`config.mk`:
```
export PLATFORM = sky130hd
export DESIGN_NAME = mem_bus_master
export DESIGN_NICKNAME = d
export VERILOG_FILES = /design/src/rtl/mem_bus_master.sv
export SDC_FILE = /design/constraint.sdc
export NUM_CORES = 1
export LEC_CHECK = 0
export CELL_PAD_IN_SITES_DETAIL_PLACEMENT = 2
export CELL_PAD_IN_SITES_GLOBAL_PLACEMENT = 2
export CORE_MARGIN = 1
export CORE_UTILIZATION = 25
export DETAILED_ROUTE_END_ITERATION = 8
export PLACE_DENSITY_LB_ADDON = 0.1
export SLEW_MARGIN = 5
export SYNTH_ARGS = -nofsm -noshare
export SYNTH_HDL_FRONTEND = slang
export SYNTH_SLANG_ARGS = --single-unit
```
`constraint.sdc`:
```
create_clock -name clk -period 2.12 [get_ports clk]
set_input_delay 0.53 -clock clk [delete_from_list [all_inputs] [get_ports clk]]
set_output_delay 0.53 -clock clk [all_outputs]
set_load 0.005 [all_outputs]
```
`src/rtl/mem_bus_master.sv`:
```
// mem_bus_master: single-outstanding RAM access master with address range check.
// Accepts one request in IDLE and returns one registered completion pulse per access.
module mem_bus_master #(
    parameter int ADDR_LIMIT   = 1024,
    parameter int READ_LATENCY = 1
) (
    input  logic        clk,
    input  logic        resetn,
    input  logic        req_valid,
    output logic        req_ready,
    input  logic        req_write,
    input  logic [15:0] req_addr,
    input  logic [15:0] req_wdata,
    output logic        rsp_valid,
    output logic [15:0] rsp_rdata,
    output logic        rsp_fault,
    output logic        ram_bus_mode,
    output logic [15:0] ram_addr,
    output logic [15:0] ram_write_data,
    input  logic [15:0] ram_read_data,
    output logic [15:0] access_count
);

    localparam logic MODE_WRITE = 1'b1;
    localparam logic MODE_READ  = 1'b0;

    localparam int              CW    = $clog2(READ_LATENCY + 2);
    localparam logic [CW-1:0]   LAT   = CW'(READ_LATENCY);
    localparam logic [CW-1:0]   ONE   = CW'(1);
    localparam logic [16:0]     LIMIT = 17'(ADDR_LIMIT);

    typedef enum logic [1:0] {
        IDLE,
        RD_WAIT,
        WR,
        RESP
    } state_e;

    state_e        state_q, state_d;
    logic [CW-1:0] cnt_q, cnt_d;
    logic          ready_q, ready_d;
    logic          valid_q, valid_d;
    logic          fault_q, fault_d;
    logic          mode_q, mode_d;
    logic [15:0]   rdata_q, rdata_d;
    logic [15:0]   addr_q, addr_d;
    logic [15:0]   wdata_q, wdata_d;
    logic [15:0]   count_q, count_d;

    logic accept;
    logic oor;

    assign accept = req_valid && ready_q;
    assign oor    = {1'b0, req_addr} >= LIMIT;

    always_comb begin
        state_d = state_q;
        cnt_d   = cnt_q;
        fault_d = fault_q;
        rdata_d = rdata_q;
        addr_d  = addr_q;
        wdata_d = wdata_q;
        count_d = count_q;

        unique case (state_q)
            IDLE: begin
                if (accept) begin
                    addr_d  = req_addr;
                    wdata_d = req_wdata;
                    rdata_d = 16'h0000;
                    fault_d = oor;
                    cnt_d   = '0;
                    if (oor) begin
                        state_d = RESP;
                    end else if (req_write) begin
                        state_d = WR;
                    end else begin
                        state_d = RD_WAIT;
                    end
                end
            end
            RD_WAIT: begin
                // cnt_q counts edges since acceptance, minus one
                if (cnt_q == LAT) begin
                    rdata_d = ram_read_data;
                    count_d = count_q + 16'd1;
                    state_d = RESP;
                end else begin
                    cnt_d = cnt_q + ONE;
                end
            end
            WR: begin
                count_d = count_q + 16'd1;
                state_d = RESP;
            end
            RESP: begin
                state_d = IDLE;
            end
            default: begin
                state_d = IDLE;
            end
        endcase

        ready_d = (state_d == IDLE);
        valid_d = (state_d == RESP);
        mode_d  = (state_d == WR) ? MODE_WRITE : MODE_READ;
    end

    always_ff @(posedge clk or negedge resetn) begin
        if (!resetn) begin
            state_q <= IDLE;
            cnt_q   <= '0;
            ready_q <= 1'b1;
            valid_q <= 1'b0;
            fault_q <= 1'b0;
            mode_q  <= MODE_READ;
            rdata_q <= 16'h0000;
            addr_q  <= 16'h0000;
            wdata_q <= 16'h0000;
            count_q <= 16'h0000;
        end else begin
            state_q <= state_d;
            cnt_q   <= cnt_d;
            ready_q <= ready_d;
            valid_q <= valid_d;
            fault_q <= fault_d;
            mode_q  <= mode_d;
            rdata_q <= rdata_d;
            addr_q  <= addr_d;
            wdata_q <= wdata_d;
            count_q <= count_d;
        end
    end

    assign req_ready      = ready_q;
    assign rsp_valid      = valid_q;
    assign rsp_fault      = fault_q;
    assign rsp_rdata      = rdata_q;
    assign ram_bus_mode   = mode_q;
    assign ram_addr       = addr_q;
    assign ram_write_data = wdata_q;
    assign access_count   = count_q;

endmodule

```
==> results of run 1 <==
==> area by class of cell <==
cell class,count,area share
Clock inverter,3,0.00847
Multi-Input combinational cell,204,0.223
Inverter,21,0.0167
Timing Repair Buffer,130,0.277
Tap cell,143,0.0379
Sequential cell,72,0.382
Clock buffer,13,0.0551
==> routing by layer <==
layer / track usage / vias up / share of wire
met5: 0 / - / 0
met4: 0.0622 / 0 / 0.016
met3: 0.0580 / 11 / 0.069
met2: 0.260 / 67 / 0.49
met1: 0.176 / 1294 / 0.42
li1: - / 1244 / -
==> cell usage in the layout, fill, tap and decap left out, types with 3 or more instances in the layout <==
| cell type | count |
|---|---|
| clkdlybuf4s50_1 | 118 |
| nand2_1 | 105 |
| dfrtp_1 | 71 |
| nand3_1 | 23 |
| inv_1 | 21 |
| xnor2_1 | 13 |
| o21ai_0 | 11 |
| clkbuf_16 | 9 |
| buf_4 | 9 |
| nor2_1 | 6 |
| o21ai_1 | 5 |
| ha_1 | 5 |
| and3_1 | 4 |
| nand4_1 | 4 |
| a21o_1 | 3 |
| buf_12 | 3 |
==> path summary, 6_finish.rpt <==
path / startpoint / endpoint / slack, ns / depth (start not counted)
max in group asynchronous: resetn / req_ready / 1.53 / 2
worst max register to register: state_q[0] / req_ready / 0.29 / 6
worst min register to register: ram_write_data[4] / ram_write_data[4] / 0.48 / 2
min in group clk: ram_write_data[4] / ram_write_data[4] / 0.48 / 2
worst max-delay path: req_ready / req_ready / 0.12 / 1
worst min-delay path: resetn / rsp_rdata[4] / 0.05 / 1
==> kinds of logic (layout without fill, tap and decap cells) <==
family | Yosys count | count (layout)
mux | 2 | 2
fa+ha+maj | 5 | 5
buf+inv | 34 | 167
compound gates | 30 | 30
simple gates | 152 | 152
xor+xnor | 15 | 15
flops | 72 | 72
==> metrics by stage <==
| stage | hold slack (ns) | TNS (ns) | power (µW) | instances | util |
|---|---|---|---|---|---|
| floorplan | 0.234 | 0 | 3260 | 310 | - |
| global placement | 0.409 | -0.217 | 4650 | 570 | 0.384 |
| detailed placement | 0.408 | -0.283 | 4750 | 570 | 0.384 |
| CTS | 0.0406 | 0 | 6360 | 586 | 0.410 |
| global route | 0.0482 | 0 | 6690 | 586 | 0.410 |
| finish | 0.0457 | 0 | 6210 | 586 | 0.410 |
==> sequential cells by signal (all words and copies together), names as in the netlist <==
| register | count |
|---|---|
| access_count | 16 |
| cnt_q | 2 |
| ram_addr | 16 |
| ram_bus_mode | 1 |
| ram_write_data | 16 |
| req_ready | 1 |
| rsp_fault | 1 |
| rsp_rdata | 16 |
| rsp_valid | 1 |
| state_q | 2 |
==> report_power, final <==
part,switching [µW],internal [µW],leakage (µW)
registers,302,1870,0.000928
logic,1120,1390,0.00108
clock network,556,971,0.000150
==> flow_summary.yaml, run 1 <==
setup_path:
  critical_path_required_ns: 1.59
  cp_top_family: "flip-flops"
  slowest_stage: "dfstp_2"
  path_buf_inv: 1
  path_class: "reg -> out"
  cp-end-kind: "output pin"
  crit_fanout: 6
  startpoint_type: "flip-flop"
  path_cells: "clkdlybuf4s50_1"
  worstPathArrival_ns: 1.47
  max_stage_delay_ns: 0.59
clock_tree:
  clk_path_buf_depth: 2
  post_cts_resize_count: 0
  post_cts_buffers: 0
  path_clk_slew_ns: 0.05
  hold_buffers: 0
  clkSinkCount: 72
  numCtsBuffers: 9
  root_buffer: "clkbuf_16"
  clkLatencyLatePin_ns: 0.33
  cts_tree: "done"
  cts_htree_levels: 3
sta:
  hold_violations: 0
  fmax_mhz: 501
  worst_slack_ns: 0.123
  setup_violations: 0
  finalMaxSlewViolations: 0
  slew_headroom: 0.677
  skew_ns: 0.00438
  min_period_over_period: 0.942
  tightestPinTransition_ns: 0.483
  rsz0062_at_grt: "false"
  period_minus_slack_ns: 2.00
placed_design:
  port_buffers: 119
  dpl.hpwl_um: 6160
  place_congestion: 0.675
  dp_worst_setup_slack_ns: -0.0912
  post_dp_cell_area_um2: 4430
floorplan:
  core-area_um2: 11500
  die-area_um2: 12400
  die_x_um: 111
  io_pins: 120
  die_h_um: 111
  start_util: 0.259
  fp-row-count: 39
synth:
  synthFlopType: "dfrtp_1"
  synthAdderAreaFrac: 0.0210
  synth_top_area_cell: "dfrtp_1"
  synth-seq-cells: 72
  synth_simple_gate_area_share: 0.216
  synth_warnings: 0
  synth_area_leaders: "dfrtp_1 (60%), nand2_1 (13%), nand3_1 (3.9%)"
  synthCells: 310
  yosysTopAreaCellShare: 0.595
  synth_mux_area_frac: 0.00713
  syn-num-nets: 367
  yosysSeqAreaShare: 0.604
  synth_top_family_by_area: "simple AND/OR/NAND/NOR gates"
  synth_common_cells: "nand2_1 (105), dfrtp_1 (71), nand3_1 (23)"
  async_flop_share: 1.00
  synthDistinctLibCells: 36
  syn_area_um2: 2980
  synth.most_common_cell: "nand2_1"
  synth_edf_count: 0
  synth-compound-area-share: 0.0637
  synth-xor-area-share: 0.0440
  synth.avg_cell_area_um2: 9.63
routing:
  wl_per_cell_um: 14.9
  drt_iter0_markers: 89
  viasPerCell: 4.46
  vias: 2616
  ant_nets: 0
  wirelength_um: 8710
  first_pass_iters: 5
  drc: 10
global_routing:
  grt_max_degree: 40
  grt_usage: 0.155
  overflow: 0
  grt_pass1_vias: 2984
  antenna_found_initial: 0
  grt_pass1_wl_um: 14900
worst_hold_path:
  hp-class: "in -> async"
run:
  cap_violations: 0
finish:
  ff_latch_area_um2: 1800
  fill_cells: 1262
  fin_area_um2: 4730
  area_growth_pct: 58.4
  fin_nets: 495
  multi_input_area_um2: 1060
  layout-drive-gt1-share: 0.0745
  antenna_cells: 0
run_status:
  violations: "DRC"
  status: "finished with violations"
power:
  p_per_area_nw_per_um2: 1310
  power_leakage_uw: 0.00215
  ir_worst_vdd_uv: 515
No activity file was read; power rests on OpenSTA's default activity.
==> inputs of run 2 (changes only) <==
CAP_MARGIN = 20   (was not set)
==> results of run 2 <==
Same layout as run 1: the final DEF is identical, and so are final timing and power.
==> inputs of run 3 (changes only) <==
HOLD_SLACK_MARGIN = 0.1   (was not set)
==> flow_summary.yaml, run 3 (synthesis results as in run 1) <==
global_routing:
  grt_max_degree: 40
  grt_pass1_vias: 2987
  antenna_found_initial: 0
  grt_usage: 0.155
  overflow: 0
  grt_pass1_wl_um: 14900
floorplan:
  die_h_um: 111
  start_util: 0.259
  die_x_um: 111
  die-area_um2: 12400
  core-area_um2: 11500
  io_pins: 120
  fp-row-count: 39
sta:
  skew_ns: 0.00438
  slew_headroom: 0.677
  tightestPinTransition_ns: 0.483
  min_period_over_period: 0.942
  rsz0062_at_grt: "false"
  finalMaxSlewViolations: 0
  setup_violations: 0
  tns_ns: 0
  period_minus_slack_ns: 2.00
  hold_violations: 0
  fmax_mhz: 501
run:
  cap_violations: 0
routing:
  viasPerCell: 4.46
  drt_iter0_markers: 83
  wl_per_cell_um: 14.8
  vias: 2620
  ant_nets: 0
  drc: 10
  wirelength_um: 8710
  first_pass_iters: 5
finish:
  fin_util: 0.411
  layout_commonest_cell: "clkdlybuf4s50_1"
  antenna_cells: 0
  area_growth_pct: 58.7
  instances_no_fill: 587
  fin_nets: 496
  layout-drive-gt1-share: 0.0743
  final_cell_mix: "clkdlybuf4s50_1 (118), nand2_1 (105), dfrtp_1 (71)"
setup_path:
  worstReg2RegStart: "state_q[0]"
  r2r_end: "req_ready"
  worst_r2r_path_depth: 6
  slowest_stage: "dfstp_2"
  path_class: "reg -> out"
  critPathCapture: "req_ready"
  max_stage_delay_ns: 0.59
  cp_top_family: "flip-flops"
  path_cells: "clkdlybuf4s50_1"
  crit_path_start: "req_ready"
  crit_fanout: 6
  worst-path-stages: 1
  critical_path_required_ns: 1.59
  path_buf_inv: 1
  rrSetupSlack_ns: 0.29
  startpoint_type: "flip-flop"
  cp-end-kind: "output pin"
  worstPathArrival_ns: 1.47
clock_tree:
  clk_path_buf_depth: 2
  clkLatencyLatePin_ns: 0.33
  cts_htree_levels: 3
  numCtsBuffers: 9
  root_buffer: "clkbuf_16"
  cts_tree: "done"
  clkSinkCount: 72
  post_cts_resize_count: 0
  path_clk_slew_ns: 0.05
power:
  power_leakage_uw: 0.00216
  ir_worst_vdd_uv: 515
  p_per_area_nw_per_um2: 1310
  power.total_uw: 6210
placed_design:
  dpl.hpwl_um: 6160
  place_inst: 570
  place_congestion: 0.675
  port_buffers: 119
run_status:
  violations: "DRC"
  status: "finished with violations"
worst_hold_path:
  hp-class: "reg -> reg"
-- run 3: cell count changes in the layout (fill, tap and decap cells not counted) --
cell,before,now
dlygate4sd3_1,0,1
-- run 3: final cells by class --
type                            instances  area (µm²)
Clock inverter                          3        40.0
Tap cell                              143         179
Timing Repair Buffer                  131        1320
Multi-Input combinational cell        204        1060
Fill cell                            1259        6780
Sequential cell                        72        1800
Clock buffer                           13         260
Inverter                               21        78.8
-- run 3: worst min-delay path by stage --
stage	startpoint	endpoint	cells past startpoint
3_5_place_dp	resetn	rsp_rdata[4]	1
6_report	ram_write_data[4]	ram_write_data[4]	2
4_1_cts	access_count[15]	access_count[15]	1
2_1_floorplan	resetn	access_count[0]	0
3_3_place_gp	resetn	rsp_rdata[4]	1
5_1_grt	access_count[15]	access_count[15]	1
-- run 3: timing repair --
| item | CTS | global route |
|---|---|---|
| hold endpoints to repair | 13 | 0 |
| setup buffers | 0 | 0 |
| endpoints found under the setup margin | 0 | 0 |
| hold buffers | 1 | 0 |
-- run 3: through the flow --
| step | hold WS (ns) | area, µm² | setup slack [ns] |
|---|---|---|---|
| after floorplan | 0.234 | 2980 | 0.400 |
| after detailed placement | 0.408 | 4430 | -0.0912 |
| final | 0.476 | 4740 | 0.123 |
| after global routing | 0.493 | 4740 | 0.0823 |
| after CTS | 0.482 | 4740 | 0.115 |
| after global placement | 0.409 | 4430 | -0.0654 |
-- run 3: power breakdown --
group | internal (µW) | leakage (µW) | switching [µW]
sequential | 1870 | 0.000928 | 302
combinational | 1390 | 0.00108 | 1120
clock | 971 | 0.000150 | 556
-- run 3: layer usage --
layer  vias to the layer above  track usage  wire (µm)
li1                       1246            -          -
met1                      1296        0.176       3690
met2                        67        0.260       4290
met3                        11       0.0580        593
met4                         0       0.0622        142
met5                         -            0          0
